`src/rtl/rdlvl_seq_pkg.sv`:
```
// Shared types and constants for the read-training sequencer.
// State encoding, fail-phase codes and the default settle length.
package rdlvl_seq_pkg;

   localparam int unsigned DEF_SETTLE_CYCLES = 16;

   localparam logic [1:0] FP_CFG   = 2'b00;
   localparam logic [1:0] FP_GATE  = 2'b01;
   localparam logic [1:0] FP_RDLVL = 2'b10;

   typedef enum logic [3:0] {
      ST_IDLE,
      ST_SEL_RANK,
      ST_SETTLE,
      ST_GATE,
      ST_GATE_GAP,
      ST_RDLVL,
      ST_RDLVL_GAP,
      ST_NEXT_RANK,
      ST_DONE,
      ST_FAIL
   } state_t;

endpackage

```
`src/rtl/rdlvl_seq_lane_tracker.sv`:
```
// Per-lane sticky done/error collection for one training phase.
// The _c outputs fold in the current cycle's sample so a late response still completes.
module rdlvl_seq_lane_tracker
#(
   parameter int unsigned LANES = 9
) (
   input  logic             clk,
   input  logic             reset,
   input  logic             clear,
   input  logic             sample,
   input  logic [LANES-1:0] mask,
   input  logic [LANES-1:0] resp,
   input  logic [LANES-1:0] err,
   output logic [LANES-1:0] done_c,
   output logic [LANES-1:0] err_c,
   output logic             all_done_c
);

   logic [LANES-1:0] done_q;
   logic [LANES-1:0] err_q;
   logic [LANES-1:0] hit;

   assign hit        = sample ? (resp & mask) : '0;
   assign done_c     = done_q | hit;
   assign err_c      = err_q | (hit & err);
   assign all_done_c = &(done_c | ~mask);

   always_ff @(posedge clk) begin
      if (reset || clear) begin
         done_q <= '0;
         err_q  <= '0;
      end else begin
         done_q <= done_c;
         err_q  <= err_c;
      end
   end

endmodule

```
`src/rtl/rdlvl_seq_ctrl.sv`:
```
// Read-training sequencer: gate then read-levelling per enabled rank, with timeout and status.
// Define RDLVL_SEQ_RETRY_EN to retry a rank on phase errors up to MAX_RETRIES times.
module rdlvl_seq_ctrl
   import rdlvl_seq_pkg::*;
#(
   parameter int unsigned IOG_DQS_LANES = 9,
   parameter int unsigned TIMEOUT_W     = 20,
   parameter int unsigned SETTLE_CYCLES = DEF_SETTLE_CYCLES,
   parameter int unsigned MAX_RETRIES   = 3
) (
   input  logic                     SCLK,
   input  logic                     reset,
   input  logic                     train_start,
   input  logic [1:0]               rank_en,
   input  logic [IOG_DQS_LANES-1:0] lane_mask,
   input  logic [TIMEOUT_W-1:0]     timeout_limit,
   input  logic [IOG_DQS_LANES-1:0] dfi_rdlvl_resp_internal,
   input  logic [IOG_DQS_LANES-1:0] rd_training_error,
   output logic                     dfi_rdlvl_gate_en,
   output logic                     dfi_rdlvl_en,
   output logic                     dfi_rdlvl_cs_0_n,
   output logic                     dfi_rdlvl_cs_1_n,
   output logic                     train_busy,
   output logic                     train_done,
   output logic                     train_fail,
   output logic [IOG_DQS_LANES-1:0] fail_lanes,
   output logic [1:0]               fail_phase,
   output logic                     fail_timeout,
   output logic                     fail_rank,
   output logic [1:0]               retry_count
);

   localparam int unsigned LANES       = IOG_DQS_LANES;
   localparam int unsigned SETTLE_LAST = (SETTLE_CYCLES > 0) ? SETTLE_CYCLES - 1 : 0;
   localparam int unsigned SC_W        = (SETTLE_CYCLES > 1) ? $clog2(SETTLE_CYCLES) : 1;

`ifdef RDLVL_SEQ_RETRY_EN
   localparam bit RETRY_ON = 1'b1;
`else
   localparam bit RETRY_ON = 1'b0;
`endif

   state_t state, state_d;

   logic                 rank_q, rank_d;
   logic                 rank1_en_q, rank1_en_d;
   logic [LANES-1:0]     mask_q, mask_d;
   logic [SC_W-1:0]      settle_q, settle_d;
   logic [TIMEOUT_W-1:0] tmo_q, tmo_d;
   logic [1:0]           retry_d;
   logic [LANES-1:0]     fail_lanes_d;
   logic [1:0]           fail_phase_d;
   logic                 fail_timeout_d;
   logic                 fail_rank_d;

   logic gate_en_d, rdlvl_en_d, cs_0_n_d, cs_1_n_d;
   logic busy_d, done_d, fail_d;

   logic             in_phase_c;
   logic             rank_active_c;
   logic             tmo_hit_c;
   logic             settle_last_c;
   logic             retry_ok_c;
   logic [1:0]       phase_code_c;
   logic [LANES-1:0] lane_done_c;
   logic [LANES-1:0] lane_err_c;
   logic             all_done_c;

   assign in_phase_c    = (state == ST_GATE) || (state == ST_RDLVL);
   assign rank_active_c = state inside {ST_SEL_RANK, ST_SETTLE, ST_GATE, ST_GATE_GAP,
                                        ST_RDLVL, ST_RDLVL_GAP};
   assign tmo_hit_c     = in_phase_c && (timeout_limit != '0) && (tmo_q == timeout_limit);
   assign settle_last_c = (settle_q == SC_W'(SETTLE_LAST));
   assign retry_ok_c    = RETRY_ON && (32'(retry_count) < MAX_RETRIES);
   assign phase_code_c  = (state == ST_RDLVL) ? FP_RDLVL : FP_GATE;

   // Sticky bits live only for the duration of one phase.
   rdlvl_seq_lane_tracker #(
      .LANES (LANES)
   ) u_tracker (
      .clk        (SCLK),
      .reset      (reset),
      .clear      (!in_phase_c),
      .sample     (in_phase_c),
      .mask       (mask_q),
      .resp       (dfi_rdlvl_resp_internal),
      .err        (rd_training_error),
      .done_c     (lane_done_c),
      .err_c      (lane_err_c),
      .all_done_c (all_done_c)
   );

   always_ff @(posedge SCLK) begin
      if (reset) begin
         state <= ST_IDLE;
      end else begin
         state <= state_d;
      end
   end

   always_comb begin
      state_d        = state;
      rank_d         = rank_q;
      rank1_en_d     = rank1_en_q;
      mask_d         = mask_q;
      settle_d       = settle_q;
      tmo_d          = in_phase_c ? tmo_q + TIMEOUT_W'(1) : '0;
      retry_d        = retry_count;
      fail_lanes_d   = fail_lanes;
      fail_phase_d   = fail_phase;
      fail_timeout_d = fail_timeout;
      fail_rank_d    = fail_rank;

      case (state)
         ST_IDLE, ST_DONE, ST_FAIL: begin
            if (train_start) begin
               rank1_en_d     = rank_en[1];
               mask_d         = lane_mask;
               rank_d         = ~rank_en[0];
               retry_d        = '0;
               fail_lanes_d   = '0;
               fail_phase_d   = FP_CFG;
               fail_timeout_d = 1'b0;
               fail_rank_d    = 1'b0;
               if ((rank_en == 2'b00) || (lane_mask == '0)) begin
                  state_d = ST_FAIL;
               end else begin
                  state_d = ST_SEL_RANK;
               end
            end
         end

         ST_SEL_RANK: begin
            settle_d = '0;
            state_d  = ST_SETTLE;
         end

         ST_SETTLE: begin
            if (settle_last_c) begin
               state_d = ST_GATE;
            end else begin
               settle_d = settle_q + SC_W'(1);
            end
         end

         // A response on the timeout-match cycle still counts as completion.
         ST_GATE, ST_RDLVL: begin
            if (all_done_c) begin
               if (lane_err_c != '0) begin
                  if (retry_ok_c) begin
                     retry_d = retry_count + 2'd1;
                     state_d = ST_SEL_RANK;
                  end else begin
                     state_d      = ST_FAIL;
                     fail_lanes_d = lane_err_c;
                     fail_phase_d = phase_code_c;
                     fail_rank_d  = rank_q;
                  end
               end else begin
                  settle_d = '0;
                  state_d  = (state == ST_GATE) ? ST_GATE_GAP : ST_RDLVL_GAP;
               end
            end else if (tmo_hit_c) begin
               state_d        = ST_FAIL;
               fail_timeout_d = 1'b1;
               fail_lanes_d   = mask_q & ~lane_done_c;
               fail_phase_d   = phase_code_c;
               fail_rank_d    = rank_q;
            end
         end

         // Wait for the settle time and for every response line to fall.
         ST_GATE_GAP, ST_RDLVL_GAP: begin
            if (!settle_last_c) begin
               settle_d = settle_q + SC_W'(1);
            end else if (dfi_rdlvl_resp_internal == '0) begin
               state_d = (state == ST_GATE_GAP) ? ST_RDLVL : ST_NEXT_RANK;
            end
         end

         ST_NEXT_RANK: begin
            if (!rank_q && rank1_en_q) begin
               rank_d  = 1'b1;
               retry_d = '0;
               state_d = ST_SEL_RANK;
            end else begin
               state_d = ST_DONE;
            end
         end

         default: begin
            state_d = ST_IDLE;
         end
      endcase

      gate_en_d  = (state == ST_GATE) && !all_done_c && !tmo_hit_c;
      rdlvl_en_d = (state == ST_RDLVL) && !all_done_c && !tmo_hit_c;
      cs_0_n_d   = !(rank_active_c && !rank_q);
      cs_1_n_d   = !(rank_active_c && rank_q);
      busy_d     = !(state inside {ST_IDLE, ST_DONE, ST_FAIL});
      done_d     = (state == ST_DONE);
      fail_d     = (state == ST_FAIL);
   end

   always_ff @(posedge SCLK) begin
      if (reset) begin
         rank_q            <= 1'b0;
         rank1_en_q        <= 1'b0;
         mask_q            <= '0;
         settle_q          <= '0;
         tmo_q             <= '0;
         retry_count       <= '0;
         fail_lanes        <= '0;
         fail_phase        <= FP_CFG;
         fail_timeout      <= 1'b0;
         fail_rank         <= 1'b0;
         dfi_rdlvl_gate_en <= 1'b0;
         dfi_rdlvl_en      <= 1'b0;
         dfi_rdlvl_cs_0_n  <= 1'b1;
         dfi_rdlvl_cs_1_n  <= 1'b1;
         train_busy        <= 1'b0;
         train_done        <= 1'b0;
         train_fail        <= 1'b0;
      end else begin
         rank_q            <= rank_d;
         rank1_en_q        <= rank1_en_d;
         mask_q            <= mask_d;
         settle_q          <= settle_d;
         tmo_q             <= tmo_d;
         retry_count       <= retry_d;
         fail_lanes        <= fail_lanes_d;
         fail_phase        <= fail_phase_d;
         fail_timeout      <= fail_timeout_d;
         fail_rank         <= fail_rank_d;
         dfi_rdlvl_gate_en <= gate_en_d;
         dfi_rdlvl_en      <= rdlvl_en_d;
         dfi_rdlvl_cs_0_n  <= cs_0_n_d;
         dfi_rdlvl_cs_1_n  <= cs_1_n_d;
         train_busy        <= busy_d;
         train_done        <= done_d;
         train_fail        <= fail_d;
      end
   end

endmodule

```
`config.mk`:
```
export PLATFORM = sky130hd
export DESIGN_NAME = rdlvl_seq_ctrl
export DESIGN_NICKNAME = d
export VERILOG_FILES = /design/src/rtl/rdlvl_seq_pkg.sv /design/src/rtl/rdlvl_seq_lane_tracker.sv /design/src/rtl/rdlvl_seq_ctrl.sv
export SDC_FILE = /design/constraint.sdc
export NUM_CORES = 1
export LEC_CHECK = 0
export ABC_AREA = 0
export CORE_MARGIN = 2
export CORE_UTILIZATION = 52
export DETAILED_ROUTE_END_ITERATION = 7
export HOLD_SLACK_MARGIN = 0.12
export PLACE_DENSITY = 0.79
export SLEW_MARGIN = 20
export SYNTH_ARGS = -nofsm -noshare
export SYNTH_HDL_FRONTEND = slang
export SYNTH_SLANG_ARGS = --single-unit
```
`constraint.sdc`:
```
create_clock -name SCLK -period 2.7 [get_ports SCLK]
set_input_delay 0.405 -clock SCLK [delete_from_list [all_inputs] [get_ports SCLK]]
set_output_delay 0.405 -clock SCLK [all_outputs]
set_load 0.02 [all_outputs]
```
==> results of run 1 <==
-- cell families (layout without fill, tap and decap cells) --
family / after synthesis / count (layout) / share of synthesized area (%)
AO/OA/AOI/OAI: 86 / 86 / 16.1
multiplexers: 7 / 7 / 1.87
XOR/XNOR: 36 / 36 / 8.59
flip-flops: 77 / 77 / 41.0
adder cells (fa/ha/maj): 2 / 2 / 0.666
buffers and inverters: 33 / 114 / 4.63
other: 1 / 2 / 0.0998
AND/OR/NAND/NOR: 202 / 202 / 27.0
-- power by group through the flow --
stage / logic [mW] / clock network (mW) / registers, mW
floorplan: 0.694 / 0 / 1.32
global placement: 1.02 / 0 / 1.31
detailed placement: 1.04 / 0 / 1.32
CTS: 1.04 / 0.892 / 1.29
global route: 1.15 / 0.940 / 1.30
finish: 1.05 / 0.882 / 1.29
-- final cells by class --
cell class	instances	area, um^2
Tap cell	96	120
Fill cell	573	2110
Sequential cell	77	1540
Clock buffer	11	141
Inverter	9	33.8
Clock inverter	5	60.1
Timing Repair Buffer	89	858
Multi-Input combinational cell	335	2040
-- metrics by stage --
| step | hold WS [ns] | power, mW |
|---|---|---|
| 2_1_floorplan | 0.391 | 2.02 |
| 3_3_place_gp | 0.406 | 2.33 |
| 3_5_place_dp | 0.424 | 2.35 |
| 4_1_cts | 0.444 | 3.23 |
| 5_1_grt | 0.476 | 3.39 |
| 6_report | 0.436 | 3.22 |
-- state kept, by name, indices dropped and copies added, names as in the netlist, 2 cells and up --
signal            count
fail_lanes            9
fail_phase            2
mask_q                9
settle_q              4
state                 4
tmo_q                20
u_tracker.done_q      9
u_tracker.err_q       9
-- cell usage in the layout, fill, tap and decap left out, types with 5 or more instances in the layout --
cell type,instances
clkdlybuf4s50_1,71
nand2b_1,10
a311oi_1,5
nor4_1,13
xor2_1,31
o21ai_0,7
and3_1,10
nor3_1,9
nor2_1,66
dfxtp_1,77
mux2i_1,7
a21oi_1,30
inv_1,9
buf_4,17
a31oi_1,10
clkbuf_8,10
nand3_1,19
nand2_1,43
nand4_1,6
-- worst max-delay path, delay by kind of cell, from the launching register on --
family | cells | cell delay (ns)
buffers and inverters | 2 | 0.36
flip-flops | 1 | 0.47
AND/OR/NAND/NOR | 4 | 0.53
AO/OA/AOI/OAI | 3 | 0.98
-- worst max path at each step --
| stage | depth (start not counted) | to |
|---|---|---|
| floorplan | 10 | fail_lanes[3] |
| global placement | 9 | state[3] |
| detailed placement | 9 | state[3] |
| CTS | 9 | state[3] |
| global route | 9 | state[3] |
| finish | 9 | state[3] |
-- layer usage --
metal	GRT usage [%]	up-vias
li1	-	1715
met3	4.71	19
met2	41.6	125
met4	8.68	0
met5	0	-
met1	34.2	1610
==> out/results.env, run 1 <==
NUMBER_OF_ENABLE_FLIP_FLOP_CELLS_AFTER_SYNTHESIS=0
INTERNAL-POWER_mW=2.09
FIRST_GLOBAL_VIAS=3273
DPL-INSTANCE-AREA_UM2=4600
GRT_MAX_DEGREE=20
VIASPERCELL=5.58
CP-STARTPOINT='state[3]'
MEAN_POST_SYNTH_CELL_AREA_UM2=8.46
FINAL_HOLD_VIOL_COUNT=0
ROUTED_WIRE_LENGTH_PER_INSTANCE_UM=15.2
CTS-ROOT-BUF='clkbuf_8'
RR_STARTPOINT='state[3]'
ROUTE.DETAILED.DRC=0
WORST_R2R_PATH_DEPTH=9
CORE_REGION_AREA_UM2=6910
MAX_SLEW_HEADROOM_PCT=53.0
NUMCTSBUFFERS=9
TOTAL_INSTANCE_COUNT_AFTER_DETAILED_PLACEMENT=606
GRT_SETUP_UNREPAIRED='false'
CTS.HTREE.LEVELS=3
SYNTH_MOST_COMMON_CELL='dfxtp_1'
DR.FIRST_ITER.DRC_COUNT=195
STD_CELL_ROWS=30
WORSTSETUPSTARTPOINTTYPE='flop'
WORST_SKEW_PAIR.LATE_LATENCY_NS=0.35
AREAGROWTHSYNTHTOFINISH_PCT=27.8
MAX-CAP-VIOLATIONS=0
WORST_IR_DROP_ON_VDD_V=0.000426
SEQ_TOTAL_AREA_YOSYS_PCT=41.0
POST_CTS_HOLD_BUFFER_COUNT=0
MIN_PATH_TYPE='flop to flop'
YOSYS_REGISTER_BITS=77
TIGHTEST_SLEW_NS=0.688
PLACE_HPWL_UM=7160
DIE_WIDTH_UM=89.0
TIMING.HOLD.WORST_ENDPOINT='dfi_rdlvl_cs_1_n'
SEQUENTIALPOWERSHARE_PCT=40.0
CLOCK_SINK_TOTAL=77
WORSTHOLDSTART='rank_q'
PLACE_CONGESTION=0.922
GRT.TOTAL_USAGE_PCT=25.5
WORSTHOLDPATHCELLS=1
PLACEMENT.SETUP.WORST_SLACK_NS=0.121
IOPINCOUNT=74
FMAXACHIEVABLE_MHz=413
CTS_TREE='built'
TOP_LAYER='met4'
SETUP.REG_TO_REG.WORST_SLACK_NS=0.28
GRT_FIRST_PASS_WIRELENGTH_UM=15600
NETS=575
RESIZED_GATES_AFTER_CTS=0
YOSYS.AREA.TOP_TYPE='dfxtp_1'
FINALCLOCKSKEW_NS=0.0111
PWR_DENSITY_CELL_nW_PER_UM2=671
FINALCRITICALPERIOD_NS=2.42
CLOCK_POWER_SHARE_PCT=27.4
MET3ROUTEDLENGTH_UM=574
LAYOUT-DRIVE-GT1-SHARE_PCT=9.32
POST-ROUTE-PERIOD-UTIL_PCT=89.6
SYN_STD_CELL_AREA_UM2=3760
STATUS='finished, final reports clean'
TIMING.CRITICAL_PATH.TO_TYPE='flop'
MAXSLEWVIOLCOUNT=0
SYNTH.TOP_CELLS.BY_AREA='dfxtp_1 41%, xor2_1 7.2%, nor2_1 6.6%'
CRIT_REQUIRED_NS=2.97
ANTENNA_VIOLATING_NETS_POST_ROUTE=0
CELLLEAKAGEPOWER_nW=1.74
FINAL-SETUP-VIOL-COUNT=0
FIN_CELLS=622
UTILIZATION_PCT=69.5
ANTENNA_FOUND_INITIAL=0
WORST_PATH_ARRIVAL_TIME_NS=2.69
CRITICAL_PATH_CLASS='flop to flop'
POST_CTS.REPAIR.SETUP_BUFFERS=0
POWER.SWITCHING_FRACTION_PCT=35.0
YOSYS_WARNINGS=0
CLK_PATH_BUF_DEPTH=2
SETUP-TNS-FINAL_NS=0
GRT-OVFL-TOTAL=0
FIRST_PASS_ITERS=5
DIE_HEIGHT_UM=89.0
CP_PEAK_STAGE_DELAY_NS=0.47
WORST-PATH-MAX-FANOUT=12
PATH_CLK_SLEW_NS=0.08
WIRELENGTH_MET1_UM=4270
SYNTH_COMMON_CELLS='77 x dfxtp_1, 66 x nor2_1, 43 x nand2_1, 31 x xor2_1, 30 x a21oi_1'
TIMING.CRITICAL_PATH.SLOWEST_STAGE_CELL='dfxtp_1'
FINALWIRELENGTH_UM=9460
DIE_AREA_UM2=7920
PWR-SHARE-COMB_PCT=32.6
INITIAL_UTILIZATION_PCT=54.4
PLACE.PORT_BUFFERS=71
SYNTHFLOPTYPE='dfxtp_1'
SWITCHINGPOWER_mW=1.13
POST_SYNTHESIS_CELLS=444
CRITICAL_PATH.REG2REG.ENDPOINT='state[3]'
ASYNC_RESET_FF_SHARE_PCT=0
CRITICAL_PATH.CELL_CHAIN='nor2b_4 -> buf_4 -> a311oi_1 -> nor4_1 -> and3_1 -> buf_4 -> o31ai_4 -> nor4_1 -> a211oi_1'
SETUP_SLACK_NS=0.280
TOTAL_VIA_COUNT_AFTER_DETAILED_ROUTING=3469
STDCELL_AREA_UM2=4800
NUM_ANTENNA_CELLS=0
SYNTH.TOP_CELL.AREA_SHARE_PCT=41.0
ROUTED-WL-MET2_UM=4440
SYNTH_CELL_TYPE_COUNT=60
No activity file was read; power rests on OpenSTA's default activity.
==> run 2, diff against run 1 <==
--- a/config.mk
+++ b/config.mk
@@ -6,7 +6,6 @@
 export NUM_CORES = 1
 export LEC_CHECK = 0
 export ABC_AREA = 0
-export CORE_MARGIN = 2
 export CORE_UTILIZATION = 52
 export DETAILED_ROUTE_END_ITERATION = 7
 export HOLD_SLACK_MARGIN = 0.12
==> run 2 against run 1 <==
Die area is 4.4% lower. Final cell count is 0.16% higher. First-iteration DRC count is 17% lower. Non-clock buffer count is 2 higher. Global-route usage is 1.7 points higher. Largest power group unchanged. Sequential cell count stayed put. Setup slack worse by 0.099 ns. Fmax is 3.9% lower. Count of clock-buffer cells in the layout is 2 lower. Total power is 2.8% higher. Clock power is 7.4% higher. Highest routed layer unchanged.
==> out/results.env, run 2 (synthesis gave the netlist of run 1 again) <==
STATUS='finished, final reports clean'
NUMCTSBUFFERS=9
GRT.TOTAL_USAGE_PCT=27.2
FIN_HOLD_WS_NS=0.439
MIN_PATH_TYPE='flop to flop'
WORST_SKEW_PAIR.LATE_LATENCY_NS=0.35
PLACE.PORT_BUFFERS=71
LAYOUT-DRIVE-GT1-SHARE_PCT=9.68
POST_CTS_HOLD_BUFFER_COUNT=0
CRITICAL-PATH-TOP-DELAY-FAMILY='compound AO/OA/AOI/OAI gates'
STD_CELL_ROWS=30
GRT_FIRST_PASS_WIRELENGTH_UM=15800
FIRST_PASS_ITERS=5
CRITICAL_PATH.CELL_CHAIN='xor2_2 -> buf_4 -> a311oi_1 -> nor4_1 -> and3_1 -> buf_4 -> o31ai_4 -> buf_4 -> nor2_1 -> o32ai_1'
GR-MAX-USAGE-LAYER='met2'
PLACE_CONGESTION=0.944
GLOBALROUTEMET1UTIL_PCT=35.7
ROUTE.DETAILED.DRC=0
CTS.HTREE.LEVELS=3
FINAL-SETUP-VIOL-COUNT=0
VIASPERCELL=5.67
DIE_WIDTH_UM=87.0
FINALCLOCKSKEW_NS=0.0126
TIMING.CRITICAL_PATH.TO_TYPE='flop'
NETS=577
FMAXACHIEVABLE_MHz=397
CTS-ROOT-BUF='clkbuf_8'
DR.FIRST_ITER.DRC_COUNT=162
CLK_PATH_BUF_DEPTH=2
WORST-PATH-BUF-INV=3
MAXSLEWVIOLCOUNT=0
TOTAL_INSTANCE_COUNT_AFTER_DETAILED_PLACEMENT=608
LAYOUT_COMMON_CELLS='77 x dfxtp_1, 71 x clkdlybuf4s50_1, 66 x nor2_1'
TIMING.CRITICAL_PATH.SLOWEST_STAGE_CELL='a311oi_1'
CELLLEAKAGEPOWER_nW=1.78
DIE_HEIGHT_UM=87.0
INITIAL_UTILIZATION_PCT=54.7
ANTENNA_FOUND_INITIAL=0
WORST_PATH_ARRIVAL_TIME_NS=2.77
PATH_CLK_SLEW_NS=0.08
GRT_MAX_DEGREE=22
CP_PEAK_STAGE_DELAY_NS=0.43
FINALCRITICALPERIOD_NS=2.52
CORE_REGION_AREA_UM2=6870
AREAGROWTHSYNTHTOFINISH_PCT=28.4
WORST_IR_DROP_ON_VDD_V=0.000403
TOTAL_VIA_COUNT_AFTER_DETAILED_ROUTING=3531
LARGEST_REGISTER_FFS=20
PLACE_HPWL_UM=7190
MAX-CAP-VIOLATIONS=0
FIN_CELLS=623
CTS_TREE='built'
CRIT_REQUIRED_NS=2.95
ROUTED_WIRE_LENGTH_PER_INSTANCE_UM=15.5
FIRST_GLOBAL_VIAS=3316
POST-ROUTE-PERIOD-UTIL_PCT=93.3
MET2_USAGE_PCT=43.4
IOPINCOUNT=74
WORSTSETUPSTARTPOINTTYPE='flop'
POST_CTS.REPAIR.SETUP_BUFFERS=0
NUM_ANTENNA_CELLS=0
TIGHTEST_SLEW_NS=0.672
PWR_DENSITY_CELL_nW_PER_UM2=686
SETUP-TNS-FINAL_NS=0
WORST_PATH_MOST_REPEATED_CELL='buf_4'
TOP_REGISTER='tmo_q'
FINAL_HOLD_VIOL_COUNT=0
CRITICAL_PATH_CLASS='flop to flop'
GRT_SETUP_UNREPAIRED='false'
RESIZED_GATES_AFTER_CTS=0
MAX_SLEW_HEADROOM_PCT=55.2
FINALWIRELENGTH_UM=9630
DIE_AREA_UM2=7570
WORST-PATH-MAX-FANOUT=11
N_FILL_CELL=556
ANTENNA_VIOLATING_NETS_POST_ROUTE=0
GRT-OVFL-TOTAL=0
MOST_FREQUENT_STANDARD_CELL_IN_THE_LAYOUT_EXCLUDING_FILL_AND_TAP_CELLS='dfxtp_1'
GLOBAL_ROUTE.USAGE.MET3_PCT=6.73
CLOCK_SINK_TOTAL=77
## run 2: cell types whose count changed in the layout (fill, tap and decap cells not counted), sizes merged
| cell | change |
|---|---|
| bufinv | +1 |
| clkbuf | -2 |
| buf | +2 |
| inv | +1 |
| clkinvlp | -4 |
| clkinv | +3 |
## run 2: through the flow
| stage | setup WS [ns] | area [um^2] | utilization (%) | total power, mW |
|---|---|---|---|---|
| after CTS | 0.216 | 4820 | 70.2 | 3.30 |
| after global routing | 0.0463 | 4820 | 70.2 | 3.46 |
| after global placement | 0.168 | 4610 | 67.2 | 2.33 |
| after detailed placement | 0.139 | 4610 | 67.2 | 2.35 |
| after floorplan | 0.551 | 3760 | - | 2.02 |
| final | 0.181 | 4820 | 70.2 | 3.31 |
## run 2: layer usage
metal / routed length (um) / up-vias
li1: - / 1732
met3: 562 / 26
met5: 0 / -
met4: 199 / 0
met2: 4440 / 128
met1: 4430 / 1645
## run 2: final timing paths
path | end | start | slack [ns] | cells after the start
setup / recovery | state[2] | state[1] | 0.18 | 10
hold / removal | dfi_rdlvl_cs_1_n | rank_q | 0.44 | 1
setup reg to reg | state[2] | state[1] | 0.18 | 10
hold reg to reg | dfi_rdlvl_cs_1_n | rank_q | 0.44 | 1
## run 2: layout make-up
class	instances	area, um^2	share of cell area [%]
clock inverters	6	87.6	1.82
multi-input cells	335	2040	42.4
inverters	9	33.8	0.700
well taps	96	120	2.49
flip-flops and latches	77	1540	32.0
repair buffers	91	873	18.1
clock buffers	9	124	2.57
## run 2: report_power, final
group	switching, mW	internal, mW
clock	0.430	0.517
sequential	0.0738	1.22
combinational	0.645	0.429
total	1.15	2.16
## run 2: worst reg2reg max path, stage by stage, from the launching register on
cell and delay, ns:
dfxtp_1 0.34, xor2_2 0.20, buf_4 0.19, a311oi_1 0.43
nor4_1 0.13, and3_1 0.23, buf_4 0.17, o31ai_4 0.29
buf_4 0.18, nor2_1 0.05, o32ai_1 0.23
